<file path="src/rtl/video_line_fetcher_if.sv">
// Shared-memory read port used by the line fetcher.
// One outstanding request; ack marks data valid.
interface video_line_fetcher_if;
  logic        mem_req;
  logic [16:0] mem_addr;
  logic        mem_ack;
  logic [7:0]  mem_din;

  modport master (
    output mem_req,
    output mem_addr,
    input  mem_ack,
    input  mem_din
  );

  modport slave (
    input  mem_req,
    input  mem_addr,
    output mem_ack,
    output mem_din
  );
endinterface

</file>
<file path="src/rtl/video_line_fetcher.sv">
// PCW video line prefetcher: roller-RAM lookup plus
// 90-byte line fetch into a ping-pong line buffer.
module video_line_fetcher #(
  parameter int COLS  = 90,
  parameter int LINES = 256
) (
  input  logic       clk_sys,
  input  logic       reset_n,
  input  logic       frame_start,
  input  logic       line_start,
  input  logic [7:0] roller_ptr,
  input  logic [7:0] yscroll,
  video_line_fetcher_if.master mem,
  input  logic [6:0] rd_col,
  output logic [7:0] rd_data,
  output logic       busy,
  output logic       overrun
);

  localparam logic [6:0] LAST_COL = 7'(COLS - 1);
  localparam logic [7:0] LAST_LN  = 8'(LINES - 1);

  typedef enum logic [2:0] {
    IDLE, RR_LSB, RR_MSB, PIX, DRAIN
  } state_t;

  state_t      state, state_d;
  logic [16:0] addr, addr_d;
  logic [6:0]  k, k_d;
  logic [7:0]  wlo, wlo_d;
  logic [7:0]  rp, rp_d;
  logic [7:0]  ys, ys_d;
  logic [7:0]  ln, ln_d;
  logic [7:0]  idx, idx_d;
  logic        sel, sel_d;
  logic        ovr_d;
  logic        drain_go, drain_go_d;
  logic        go;
  logic        acked;
  logic        wr_en;

  logic [7:0] buf0 [COLS];
  logic [7:0] buf1 [COLS];

  assign mem.mem_req  = (state != IDLE);
  assign mem.mem_addr = addr;
  assign busy         = (state != IDLE);
  assign acked        = mem.mem_req & mem.mem_ack;
  assign idx          = ln + ys;

  always_comb begin
    state_d    = state;
    addr_d     = addr;
    k_d        = k;
    wlo_d      = wlo;
    rp_d       = rp;
    ys_d       = ys;
    ln_d       = ln;
    sel_d      = sel;
    ovr_d      = overrun;
    drain_go_d = drain_go;
    go         = 1'b0;
    wr_en      = 1'b0;
    if (frame_start) begin
      rp_d = roller_ptr;
      ys_d = yscroll;
      ln_d = '0;
      go   = 1'b1;
    end else if (line_start) begin
      sel_d = ~sel;
      if (ln < LAST_LN) begin
        ln_d = ln + 8'd1;
        go   = 1'b1;
      end
    end
    idx_d = ln_d + ys_d;
    if (frame_start | line_start) begin
      if (state != IDLE) ovr_d = 1'b1;
      // An in-flight request must complete before a new address.
      if (state != IDLE && !acked) begin
        state_d    = DRAIN;
        drain_go_d = go;
      end else if (go) begin
        state_d = RR_LSB;
        addr_d  = {rp_d, idx_d, 1'b0};
      end else begin
        state_d = IDLE;
      end
    end else begin
      unique case (state)
        IDLE: state_d = IDLE;
        RR_LSB: if (acked) begin
          wlo_d   = mem.mem_din;
          addr_d  = addr + 17'd1;
          state_d = RR_MSB;
        end
        RR_MSB: if (acked) begin
          addr_d  = {mem.mem_din, wlo[7:3],
                     1'b0, wlo[2:0]};
          k_d     = '0;
          state_d = PIX;
        end
        PIX: if (acked) begin
          wr_en = 1'b1;
          if (k == LAST_COL) begin
            state_d = IDLE;
          end else begin
            k_d    = k + 7'd1;
            addr_d = addr + 17'd8;
          end
        end
        DRAIN: if (acked) begin
          if (drain_go) begin
            state_d = RR_LSB;
            addr_d  = {rp, idx, 1'b0};
          end else begin
            state_d = IDLE;
          end
        end
        default: state_d = IDLE;
      endcase
    end
  end

  always_ff @(posedge clk_sys or negedge reset_n) begin
    if (!reset_n) begin
      state    <= IDLE;
      addr     <= '0;
      k        <= '0;
      wlo      <= '0;
      rp       <= '0;
      ys       <= '0;
      ln       <= '0;
      sel      <= 1'b0;
      overrun  <= 1'b0;
      drain_go <= 1'b0;
    end else begin
      state    <= state_d;
      addr     <= addr_d;
      k        <= k_d;
      wlo      <= wlo_d;
      rp       <= rp_d;
      ys       <= ys_d;
      ln       <= ln_d;
      sel      <= sel_d;
      overrun  <= ovr_d;
      drain_go <= drain_go_d;
    end
  end

  // sel=0: buf0 is front, buf1 is back.
  always_ff @(posedge clk_sys) begin
    if (wr_en) begin
      if (sel) buf0[k] <= mem.mem_din;
      else     buf1[k] <= mem.mem_din;
    end
  end

  always_ff @(posedge clk_sys or negedge reset_n) begin
    if (!reset_n) begin
      rd_data <= '0;
    end else if (rd_col <= LAST_COL) begin
      rd_data <= sel ? buf1[rd_col] : buf0[rd_col];
    end else begin
      rd_data <= '0;
    end
  end

endmodule
</file>
<file path="src/flat_wrapper.sv">
// flat-port wrapper written by rule: the top's interface ports become plain ports
module video_line_fetcher_flat 
#(
  parameter int COLS  = 90,
  parameter int LINES = 256
)
  (clk_sys, reset_n, frame_start, line_start, roller_ptr, yscroll, rd_col, rd_data, busy, overrun, mem_mem_req, mem_mem_addr, mem_mem_ack, mem_mem_din);
  video_line_fetcher_if mem_i ();
  input  logic clk_sys;
  input  logic reset_n;
  input  logic frame_start;
  input  logic line_start;
  input  logic [7:0] roller_ptr;
  input  logic [7:0] yscroll;
  input  logic [6:0] rd_col;
  output logic [7:0] rd_data;
  output logic busy;
  output logic overrun;
  output wire logic [$bits(mem_i.mem_req)-1:0] mem_mem_req;
  output wire logic [$bits(mem_i.mem_addr)-1:0] mem_mem_addr;
  input wire logic [$bits(mem_i.mem_ack)-1:0] mem_mem_ack;
  input wire logic [$bits(mem_i.mem_din)-1:0] mem_mem_din;
  assign mem_mem_req = mem_i.mem_req;
  assign mem_mem_addr = mem_i.mem_addr;
  assign mem_i.mem_ack = mem_mem_ack;
  assign mem_i.mem_din = mem_mem_din;
  video_line_fetcher #(.COLS(COLS), .LINES(LINES)) u_core (.clk_sys(clk_sys), .reset_n(reset_n), .frame_start(frame_start), .line_start(line_start), .roller_ptr(roller_ptr), .yscroll(yscroll), .mem(mem_i), .rd_col(rd_col), .rd_data(rd_data), .busy(busy), .overrun(overrun));
endmodule
</file>
<file path="config.mk">
export PLATFORM = sky130hd
export DESIGN_NAME = video_line_fetcher_flat
export DESIGN_NICKNAME = d
export VERILOG_FILES = /design/src/rtl/video_line_fetcher_if.sv /design/src/rtl/video_line_fetcher.sv /design/src/flat_wrapper.sv
export SDC_FILE = /design/constraint.sdc
export NUM_CORES = 2
export LEC_CHECK = 0
export CAP_MARGIN = 20
export CORE_ASPECT_RATIO = 0.7
export CORE_UTILIZATION = 45
export DETAILED_ROUTE_END_ITERATION = 7
export GPL_ROUTABILITY_DRIVEN = 0
export PLACE_DENSITY = 0.7
export SLEW_MARGIN = 20
export SYNTH_ARGS = -nofsm -noshare
export SYNTH_HDL_FRONTEND = slang
export SYNTH_SLANG_ARGS = --single-unit
</file>
<file path="constraint.sdc">
create_clock -name clk_sys -period 5.2 [get_ports clk_sys]
set_input_delay 1.04 -clock clk_sys [delete_from_list [all_inputs] [get_ports clk_sys]]
set_output_delay 1.04 -clock clk_sys [all_outputs]
set_load 0.05 [all_outputs]
</file>
==> summary.txt <==
Worst endpoint required time: 5580 ps
Total global-route track usage: 22.42%
Normalized max-slew margin: 23.78%
Dpl cell area: 0.06360 mm2
DP Cell Count: 4,925
Async set-reset flop share out of synthesis: 4.636%
CTS clk-pin slew, worst paths: 60 ps
DP Wirelength: 96,100 um
Fin crit period: 4102 ps
Yosys warns: 0
ANT nets after route: 0
Core Region: 0.1337 mm2
CTS Buf Count: 135
Post-synth EDFFs: 1,440
Top FF cell, synth: edfxtp_1
# Post-CTS Setup Buffers: 0
Slew Limit Fails: 0
Critical path arrival: 4490 ps
Avg Cell Area, Syn: 19.19 um2
Flops & latches, synth: 1,510
Wl on met1: 66,340 um
First-pass GRT wire length: 221,000 um
Sink Count: 1,510
Top-area cell type share of the netlist area: 71.04%
Share of cells above drive strength 1: 19.84%
R2r worst-path depth: 5
Post-synthesis cell count: 3,171
Die area: 0.1368 mm2
Max Freq: 243.8 MHz
WL per Instance: 29.35 um
Hold Worst Slack: 182.8 ps
Residual DRC: 0
Status: finished clean
Drt first pass iters: 6
Setup Skew: 23.60 ps
Fillers: 10,550
# port buffers: 63
Final hold violations: 0
Die X: 441.6 um
Cts repair resizes: 0
GR Overflow Total: 0
Crit Path Class: in -> reg
Pwr per Cell Area: 380.7 mW/mm2
Commonest cells after routing, fill and taps aside: edfxtp_1, mux4_2, nor2_1
Largest net degree at the start of global routing: 129
Clock buffer depth: 3
Worst-Margin Slew: 1129 ps
Synthesized area: 0.06087 mm2
Total negative setup slack: 0 ps
P&R area growth vs syn: 11.58%
Synth unique cells: 80
# rows: 112
IR drop worst, VDD: 0.3302 mV
RSZ-0062 raised after global routing: no
Crit share post-route: 78.89%
WL met3: 18,960 um
Most common cell after layout, fill and taps aside: edfxtp_1
Top cells by area, synth: edfxtp_1, mux4_2, dfrtp_1
Mapped Nets: 3,227
HP Class: in -> async
Register area share after synthesis: 73.92%
Max H-tree Level: 4
Initial antenna violation count: 8
Crit end category: flop
Met2 Wirelength: 63,390 um
Hold_buf cts: 0
Worst setup SP type: input pin
Vias per cell: 6.272
Static leakage: 0.02160 uW
Root Buffer: clkbuf_16
Final setup fails: 0
Final nets: 3,352
DIE HEIGHT: 309.7 um
Routed via count: 32,410
Initial detailed-routing violation count: 4,739
Design area: 0.06791 mm2
Max Used Layer: met4
Initial core utilization: 45.53%
Worst-path fanout max: 12
Non-filler instance count after layout: 5,168
Max_cap viols: 0
TritonCTS clock tree: built
Worst skew pair latency: 770 ps
Largest area contributor in the netlist: edfxtp_1
Num ports: 64
Routed Wire Length: 151,700 um
Vias in the first global route: 30,750
[worst max-delay path, cell delays in order]
cell,delay [ps]
clkdlybuf4s50_1,610
nor2_1,250
nand2_1,290
nor4_1,570
nand2_1,810
nor2_1,890
[worst paths after layout]
check	from	end	slack (ps)
worst max-delay path	line_start	u_core.buf0[52][2]	1100
worst min-delay path	reset_n	u_core.mem.mem_addr[5]	180
worst max register to register	u_core.state[1]	u_core.buf0[52][2]	1280
worst min register to register	u_core.overrun	u_core.overrun	490
max in group asynchronous	reset_n	u_core.ys[7]	4410
min in group clk_sys	u_core.overrun	u_core.overrun	490
[sequential cells by signal, summed over array words and instances, names as in the netlist]
| name | flops |
|---|---|
| u_core.ys | 8 |
| u_core.sel | 1 |
| u_core.buf1 | 720 |
| u_core.mem.mem_addr | 17 |
| u_core.buf0 | 720 |
| u_core.wlo | 8 |
| u_core.k | 7 |
| u_core.overrun | 1 |
| u_core.rd_data | 8 |
| u_core.rp | 8 |
| u_core.state | 3 |
| u_core.drain_go | 1 |
| u_core.ln | 8 |
[cells by family after synthesis]
logic type | count (synthesis) | share of synthesized area [%]
AO/OA/AOI/OAI | 367 | 4.228
buffers and inverters | 212 | 2.097
XOR/XNOR | 32 | 0.4831
flip-flops | 1510 | 73.92
AND/OR/NAND/NOR | 523 | 3.743
adder cells (fa/ha/maj) | 20 | 0.4358
multiplexers | 507 | 15.09
[stage by stage]
stage          setup slack (ps)  power, uW  util [%]
6_report                   1098      25850     50.80
5_1_grt                   966.8      26510     50.80
4_1_cts                    1123      25900     50.77
3_5_place_dp              429.1      16140     47.57
3_3_place_gp              526.8      16110     47.57
2_1_floorplan              1177      15150         -
[report_power, final]
group | internal [uW] | switching, uW
Combinational | 793 | 1530
Sequential | 13400 | 183
Clock | 5550 | 4380
[cells in the mapped netlist (all sizes together), types with 8 or more instances]
library cell,count
or2,8
and3,12
ha,18
nor4,11
xnor2,14
a221oi,34
inv,21
o221ai,43
clkbuf,95
o21ai,65
nor2b,25
mux4,324
a21oi,60
a31oi,14
nor2,255
o211ai,8
nor3,30
mux2,25
a211oi,18
o22ai,34
a22oi,26
buf,93
mux2i,158
dfrtp,70
nand4,8
nand2,119
edfxtp,1440
xor2,17
nand3,33
[layer usage]
| metal | GRT usage [%] | up-vias |
|---|---|---|
| met4 | 5.750 | 0 |
| met1 | 35.42 | 17030 |
| met2 | 30.12 | 1952 |
| met3 | 6.537 | 188 |
| li1 | - | 13240 |
| met5 | 0 | - |
[area by class of cell]
| cell class | instances | area [um2] | share of cell area, % |
|---|---|---|---|
| well taps | 1767 | 2211 | 3.255 |
| clock inverters | 59 | 584.3 | 0.8604 |
| inverters | 24 | 95.09 | 0.1400 |
| multi-input cells | 1449 | 14610 | 21.51 |
| flip-flops and latches | 1510 | 44990 | 66.25 |
| repair buffers | 176 | 1722 | 2.535 |
| diodes | 3 | 7.507 | 0.01105 |
| clock buffers | 180 | 3695 | 5.440 |
(Power assumes the default switching activity.)
